==> config.mk <==
export PLATFORM = sky130hd
export DESIGN_NAME = fifo_rx_check
export DESIGN_NICKNAME = d
export VERILOG_FILES = /design/src/rtl/fifo_rx_check.sv
export SDC_FILE = /design/constraint.sdc
export NUM_CORES = 1
export LEC_CHECK = 0
export ABC_AREA = 0
export CORE_MARGIN = 2
export CORE_UTILIZATION = 56
export CTS_CLUSTER_SIZE = 10
export DETAILED_ROUTE_END_ITERATION = 16
export DONT_BUFFER_PORTS = 1
export PLACE_DENSITY = 0.79
export SETUP_SLACK_MARGIN = 0.15
export SLEW_MARGIN = 20
export SYNTH_ARGS = -nofsm -noshare
export SYNTH_HDL_FRONTEND = slang
export SYNTH_SLANG_ARGS = --single-unit
==> constraint.sdc <==
create_clock -name read_clk -period 6 [get_ports read_clk]
set_input_delay 1.8 -clock read_clk [delete_from_list [all_inputs] [get_ports read_clk]]
set_output_delay 1.8 -clock read_clk [all_outputs]
set_load 0.01 [all_outputs]
==> src/rtl/fifo_rx_check.sv <==
// rtl/fifo_rx_check.sv - Read-side FIFO consumer checking a SEED+index word sequence
// Optional feature macro: RX_THROTTLE_EN (LFSR-driven read back-pressure)
module fifo_rx_check #(
   parameter int WID       = 8,
   parameter int CNT_W     = 8,
   parameter int NUM_WORDS = 128,
   parameter int SEED      = 10
) (
   input  logic             read_clk,
   input  logic             rst_n,
   input  logic             start,
   input  logic [WID-1:0]   fifo_data,
   input  logic             fifo_empty,
   output logic             rd_en,
   output logic [WID-1:0]   rx_data,
   output logic             rx_valid,
   output logic [CNT_W-1:0] rx_count,
   output logic [CNT_W-1:0] err_count,
   output logic [CNT_W-1:0] first_err_idx,
   output logic [WID-1:0]   first_err_data,
   output logic             busy,
   output logic             done,
   output logic             pass
);

   typedef enum logic [1:0] {IDLE, RUN, DONE} state_t;

   localparam logic [CNT_W-1:0] LAST_IDX = CNT_W'(NUM_WORDS - 1);
   localparam logic [CNT_W-1:0] CNT_MAX  = '1;

   state_t         state, state_nxt;
   logic           stall;
   logic           clear;
   logic           mismatch;
   logic [WID-1:0] exp_word;

`ifdef RX_THROTTLE_EN
   // Fibonacci LFSR, taps 8,6,5,4; free-running in every state
   logic [7:0] lfsr;
   always_ff @(posedge read_clk or negedge rst_n) begin
      if (!rst_n) lfsr <= 8'hA5;
      else        lfsr <= {lfsr[6:0], lfsr[7] ^ lfsr[5] ^ lfsr[4] ^ lfsr[3]};
   end
   assign stall = (lfsr[1:0] == 2'b00);
`else
   assign stall = 1'b0;
`endif

   always_ff @(posedge read_clk or negedge rst_n) begin
      if (!rst_n) state <= IDLE;
      else        state <= state_nxt;
   end

   always_comb begin
      state_nxt = state;
      rd_en     = 1'b0;
      busy      = 1'b0;
      done      = 1'b0;
      clear     = 1'b0;
      case (state)
         IDLE: begin
            if (start) begin
               state_nxt = RUN;
               clear     = 1'b1;
            end
         end
         RUN: begin
            busy  = 1'b1;
            rd_en = !fifo_empty && !stall;
            if (rd_en && (rx_count == LAST_IDX)) state_nxt = DONE;
         end
         DONE: begin
            done = 1'b1;
            if (start) begin
               state_nxt = RUN;
               clear     = 1'b1;
            end
         end
         default: state_nxt = IDLE;
      endcase
   end

   // Expected word uses the count before this pop increments it
   assign exp_word = WID'(SEED) + WID'(rx_count);
   assign mismatch = (fifo_data != exp_word);

   always_ff @(posedge read_clk or negedge rst_n) begin
      if (!rst_n) begin
         rx_data        <= '0;
         rx_valid       <= 1'b0;
         rx_count       <= '0;
         err_count      <= '0;
         first_err_idx  <= '0;
         first_err_data <= '0;
      end else begin
         rx_valid <= rd_en;
         if (clear) begin
            rx_count       <= '0;
            err_count      <= '0;
            first_err_idx  <= '0;
            first_err_data <= '0;
         end else if (rd_en) begin
            rx_data  <= fifo_data;
            rx_count <= rx_count + CNT_W'(1);
            if (mismatch) begin
               if (err_count != CNT_MAX) err_count <= err_count + CNT_W'(1);
               if (err_count == '0) begin
                  first_err_idx  <= rx_count;
                  first_err_data <= fifo_data;
               end
            end
         end
      end
   end

   assign pass = done && (err_count == '0);

endmodule

==> results.md, run 1 <==
* Status: finished clean
* Total via count in the routed design at 1672
* Power per cell area at 411.8 nW/um^2
* Top_reg_cell synth: sky130_fd_sc_hd__dfrtp_1
* Final critical-path share of the clock period at 67.15%
* Number of global-route vias before repair at 1591
* Number of routed nets with antenna violations at 0
* Post-CTS clock slew at the launch and capture registers of the worst setup and hold paths at 70 ps
* Number of buffers inserted by post-CTS setup repair at 0
* Area share of the leading cell type in the synthesized netlist at 46.51%
* CTS tree: built
* Crit path kind: in2out
* GRT Util Overall at 22.54%
* Data required time at the worst endpoint at 4200 ps
* Die Ht at 68.28 um
* Finish-stage setup viols at 0
* Root Buffer Master: sky130_fd_sc_hd__clkbuf_8
* Layout net count at 238
* Layout Area Growth over Synthesis at 2.974%
* Depth of the CTS H-tree at 2
* Leading post-synthesis cells by cell area: sky130_fd_sc_hd__dfrtp_1 (47%), sky130_fd_sc_hd__mux2i_1 (7.4%), sky130_fd_sc_hd__xnor2_1 (4.9%), sky130_fd_sc_hd__nand2_1 (4.2%), sky130_fd_sc_hd__mux2_2 (3.9%)
* Quantity of gates resized following cts at 0
* Combined area of the multi-input logic cells at 1077 um^2
* YS warnings at 0
* Synthesized area at 2313 um^2
* HPWL reported at the end of detailed placement at 3.302 mm
* Maximum number of pins on one net before global-route repair at 44
* Final std cells w/o fill at 271
* Count of hold buffers inserted by post-cts repair at 0
* Hold path startpoint: first_err_idx[0]
* Initial Utilization at 57.84%
* Endpoint of the worst register-to-register path: first_err_idx[1]
* Per-instance average area after synthesis at 10.15 um^2
* Instance count after placement with tap cells included at 265
* Worst slew margin at 36.45%
* Number of antenna violations at the first check in global routing at 0
* Setup TNS at 0 ps
* Max-Cap Viols at 0
* Maximum fanout along the worst path at 18
* Largest delay contributor family on the critical path: buffers and inverters
* Share of post-route cells with drive strength above 1 at 9.050%
* Cell variety after synth at 48
* Worst Setup Slack post-DPL at 1797 ps
* FF-to-FF Start: state[0]
* DRC violation total after the first TritonRoute iteration at 214
* Number of cells traversed by the worst register-to-register path at 5
* Floorplan core area at 4000 um^2
* Data arrival time of the worst path at 2230 ps
* Number of failing hold endpoints at the final stage at 0
* Count of fill cells added during filler insertion at 331
* Area of the die at 4661 um^2
* Hold worst-path end: first_err_idx[0]
* Cts bufs inserted at 5
* Share of flip-flops with an asynchronous set or reset at 100.0%
* Register bit count reported by yosys at 43
* Number of detailed-route iterations in the first pass at 4
* Min-Delay Path Class: reg2reg
* First-pass GRT wire length at 7.665 mm
* Total wirelength of the detailed-routed design at 4.727 mm
* Clock Skew at 3.674 ps
* Slowest cell on the critical path: sky130_fd_sc_hd__buf_4
* Static power due to leakage at 1.038 nW
* Number of synthesized flops with an enable pin at 0
* Bufs and invs on worst path at 1
* Clock latency of the later-clocked register in the worst-skew pair at 290 ps
* Wirelength per Cell at 17.44 um
* Unrepaired setup endpoints after global routing: no
* Antenna cells at 0
* Number of core rows at 23
* Ports at 57
* Area taken by flip-flops and latches at 1076 um^2
* Shortest clock period the worst path allows after layout at 4029 ps
* Average vias per placed instance at 6.170
* Number of pins exceeding their max-slew limit in the final report at 0
* Syn Nets at 244
* Residual overflow from global routing at 0
* Series of cell instances along the critical path: nor3b_2 > buf_4
* Top cell type by total area after synthesis: sky130_fd_sc_hd__dfrtp_1
* Number of clock sinks at 43
* Worst-case clock buffer depth at 2
* Gate count of the mapped netlist at 228
* Final setup slack of the worst path at 1971 ps
* Cell count of the worst hold path at 2
* Port bufs at 0
* RePlAce Congestion at 0.8273
* Slew @ Worst Pin at 953.2 ps
* Max stage delay on crit path at 280 ps
* DRC violation count after routing at 0
* Share of the yosys chip area belonging to registers at 46.51%
* Startpoint Class: primary input
* Worst reg-to-reg setup slack at 3070 ps
* Worst-case vdd ir drop at 0.0001982 V
* Maximum frequency from static timing analysis at 0.2482 GHz
* Kind of end point of the critical path: primary output
* Die span in x at 68.28 um
cell usage after synthesis (all sizes together) (4+ instances only):
cell type   n
a31oi       4
and3        7
buf         5
clkbuf     10
dfrtp      43
ha          4
inv        21
mux2        8
mux2i      17
nand2      26
nand3       7
nand4       7
nor2       10
xnor2      13
xor2        4
through the flow:
| step | power [W] | util [%] | hold WS, ps | instance area [um^2] |
|---|---|---|---|---|
| after floorplan | 0.0007572 | - | 546.7 | 2313 |
| after global placement | 0.0008045 | 57.74 | 565.6 | 2310 |
| after detailed placement | 0.0008185 | 57.74 | 567.1 | 2310 |
| after CTS | 0.0009869 | 59.56 | 582.8 | 2382 |
| after global routing | 0.001048 | 59.56 | 600.9 | 2382 |
| final | 0.0009810 | 59.56 | 577.7 | 2382 |
sequential cells by signal, indices dropped and copies added (netlist names):
signal          cells
err_count           8
first_err_data      8
rx_valid            1
first_err_idx       8
rx_count            8
rx_data             8
state               2
kinds of logic (layout without fill, tap and decap cells):
logic type / after synthesis / after routing / synth area share (%)
muxes: 25 / 25 / 11.25
buffers and inverters: 36 / 29 / 6.923
xor gates and xnor gates: 17 / 17 / 6.436
and+or+nand+nor: 71 / 71 / 15.52
adders and majority gates: 4 / 4 / 2.163
AOI/OAI and AO/OA: 32 / 32 / 11.20
DFF: 43 / 43 / 46.51
per-layer routing:
layer	vias to the layer above	share of wire [%]	global-route usage (%)
met1	802	44	29.70
met2	86	45	34.10
met5	-	0	0
met3	8	8.8	7.237
li1	776	-	-
met4	0	2.1	9.750
cell type report:
type | count | area share [%]
clock buffers | 6 | 3.046
inverters | 21 | 3.309
multi-input cells | 149 | 45.22
flip-flops and latches | 43 | 45.17
well taps | 50 | 2.626
repair buffers | 2 | 0.6303
worst max-delay path by stage:
stage / to / startpoint / cells past startpoint / slack [ps]
final: rd_en / fifo_empty / 2 / 1970
after floorplan: rd_en / fifo_empty / 2 / 1620
after CTS: rd_en / fifo_empty / 2 / 1970
after detailed placement: first_err_data[5] / start / 5 / 1800
after global placement: first_err_data[0] / start / 5 / 1910
after global routing: first_err_data[3] / start / 5 / 1830
placed cells by master, fill, tap and decap left out, types with 4 or more instances in the layout:
master                     synthesis  final
sky130_fd_sc_hd__and3_1            7      7
sky130_fd_sc_hd__clkbuf_8          0      5
sky130_fd_sc_hd__dfrtp_1          43     43
sky130_fd_sc_hd__ha_1              4      4
sky130_fd_sc_hd__inv_1            21     21
sky130_fd_sc_hd__mux2_2            8      8
sky130_fd_sc_hd__mux2i_1          17     17
sky130_fd_sc_hd__nand2_1          26     26
sky130_fd_sc_hd__nand3_1           7      7
sky130_fd_sc_hd__nand4_1           7      7
sky130_fd_sc_hd__nor2_1           10     10
sky130_fd_sc_hd__xnor2_1          13     13
sky130_fd_sc_hd__xor2_1            4      4
power by group:
part	internal (W)	switching (W)
sequential	0.000375	0.000153
combinational	0.000135	0.000148
clock	0.0000776	0.0000917
(Power assumes the default switching activity.)
==> run 2: changes to the inputs <==
- clock period: 6 -> 3.9 ns (I/O delays scaled with it)
==> results.md, run 2 (synthesized netlist as in run 1, its figures left out) <==
* Crit path kind: in2reg
* Area of the die at 4661 um^2 (unchanged)
* Worst-case clock buffer depth at 2 (unchanged)
* Combined area of the multi-input logic cells at 1077 um^2 (unchanged)
* HPWL reported at the end of detailed placement at 3.476 mm (+5.2%)
* Worst-case vdd ir drop at 0.0004033 V (+100%)
* RePlAce Congestion at 0.9039 (+9.3%)
* DRC violation count after routing at 0 (unchanged)
* Die span in x at 68.28 um (unchanged)
* Kind of end point of the critical path: flip-flop
* Cts bufs inserted at 5 (unchanged)
* Number of detailed-route iterations in the first pass at 4 (unchanged)
* Count of hold buffers inserted by post-cts repair at 0 (unchanged)
* Root Buffer Master: sky130_fd_sc_hd__clkbuf_8
* Post-CTS clock slew at the launch and capture registers of the worst setup and hold paths at 80 ps (about the same)
* Number of buffers inserted by post-CTS setup repair at 0 (unchanged)
* DRC violation total after the first TritonRoute iteration at 176 (-18%)
* Quantity of gates resized following cts at 0 (unchanged)
* Status: finished clean
* Total wirelength of the detailed-routed design at 4.874 mm (+3.1%)
* Average vias per placed instance at 5.964 (-3.3%)
* Data required time at the worst endpoint at 4050 ps (-150 ps)
* Number of clock sinks at 43 (unchanged)
* Worst slew margin at 49.27% (+13 points)
* Highest-count cells in the layout ignoring fill and taps: sky130_fd_sc_hd__dfrtp_1 (43), sky130_fd_sc_hd__nand2_1 (26), sky130_fd_sc_hd__inv_1 (21)
* Port bufs at 0 (unchanged)
* Startpoint Class: primary input
* Max-Cap Viols at 0 (unchanged)
* Maximum fanout along the worst path at 16 (-2)
* Shortest clock period the worst path allows after layout at 2824 ps
* Wirelength per Cell at 17.60 um (+0.88%)
* Clock Skew at 7.554 ps (+3.880 ps)
* Most common cell after layout, fill and taps aside: sky130_fd_sc_hd__dfrtp_1
* Count of fill cells added during filler insertion at 345 (+4.2%)
* Number of core rows at 23 (unchanged)
* Number of antenna violations at the first check in global routing at 0 (unchanged)
* Static power due to leakage at 1.063 nW (+2.3%)
* CTS tree: built
* Depth of the CTS H-tree at 2 (unchanged)
* Setup TNS at 0 ps (unchanged)
* Number of failing hold endpoints at the final stage at 0 (unchanged)
* Share of post-route cells with drive strength above 1 at 11.01% (+2.0 points)
* Min-Delay Path Class: in2async
* Unrepaired setup endpoints after global routing: no
* Number of pins exceeding their max-slew limit in the final report at 0 (unchanged)
* Data arrival time of the worst path at 2970 ps (+740 ps)
* GRT Util Overall at 23.16% (+0.62 points)
* Ports at 57 (unchanged)
* Clock latency of the later-clocked register in the worst-skew pair at 300 ps (about the same)
* Maximum frequency from static timing analysis at 0.3541 GHz
* Worst Hold Margin at 559.4 ps (-18.28 ps)
* Maximum number of pins on one net before global-route repair at 44 (unchanged)
* Power per cell area at 632.5 nW/um^2 (+54%)
* Slew @ Worst Pin at 761.0 ps (-192.2 ps)
* Number of cells traversed by the worst register-to-register path at 5 (unchanged)
* Die Ht at 68.28 um (unchanged)
* Area taken by flip-flops and latches at 1076 um^2 (unchanged)
* Antenna cells at 0 (unchanged)
* Number of global-route vias before repair at 1628 (+2.3%)
* Finish-stage setup viols at 0 (unchanged)
* Final critical-path share of the clock period at 72.42%
* Layout net count at 242 (+1.7%)
* Initial Utilization at 57.84% (unchanged)
* First-pass GRT wire length at 7.866 mm (+2.6%)
* Layout Area Growth over Synthesis at 4.651%
* Number of routed nets with antenna violations at 0 (unchanged)
* Total via count in the routed design at 1652 (-1.2%)
* Floorplan core area at 4000 um^2 (unchanged)
* Residual overflow from global routing at 0 (unchanged)
run 2: layout make-up:
cell class / instances / share of cell area [%]
sequential: 43 / 44.44
multi-input combinational: 149 / 44.50
timing repair buffer: 6 / 1.860
tap: 50 / 2.584
clock inverter: 1 / 0.2067
inverter: 21 / 3.256
clock buffer: 7 / 3.152
run 2: path summary, 6_finish.rpt:
check                            startpoint                 to  slack, ps
hold reg to reg            first_err_idx[5]   first_err_idx[5]        580
setup reg to reg                rx_count[4]  first_err_data[6]       1270
setup / recovery               fifo_data[6]  first_err_data[6]       1080
min in group read_clk      first_err_idx[5]   first_err_idx[5]        580
max in group asynchronous             rst_n       err_count[3]       3250
hold / removal                        rst_n         rx_data[0]        560
run 2: layer usage:
metal	GRT usage (%)	share of wire (%)	up-vias
met1	30.15	43	799
met5	0	0	-
li1	-	-	786
met4	9.000	1.3	0
met2	35.56	46	63
met3	7.895	9.7	4
run 2: report_power, final:
part	switching, W	internal [W]	leakage, nW
logic	0.000231	0.000214	0.479
registers	0.000237	0.000577	0.542
clock network	0.000147	0.000126	0.0422
total	0.000615	0.000916	1.06
run 2: metrics by stage:
step                      cell area [um^2]  power (W)  cells  utilization (%)  worst slack (ps)
after detailed placement              2340   0.001270    269            58.49             753.2
after global placement                2340   0.001242    269            58.49             811.8
after floorplan                       2313   0.001165    228                -             784.3
after CTS                             2421   0.001543    277            60.53              1070
final                                 2421   0.001531    277            60.53              1076
after global routing                  2421   0.001638    277            60.53             916.9
run 2: critical path, stage by stage:
cell	delay [ps]
sky130_fd_sc_hd__xnor2_1	120
sky130_fd_sc_hd__or3_1	330
sky130_fd_sc_hd__a211oi_2	660
sky130_fd_sc_hd__a31oi_4	460
sky130_fd_sc_hd__mux2i_1	220
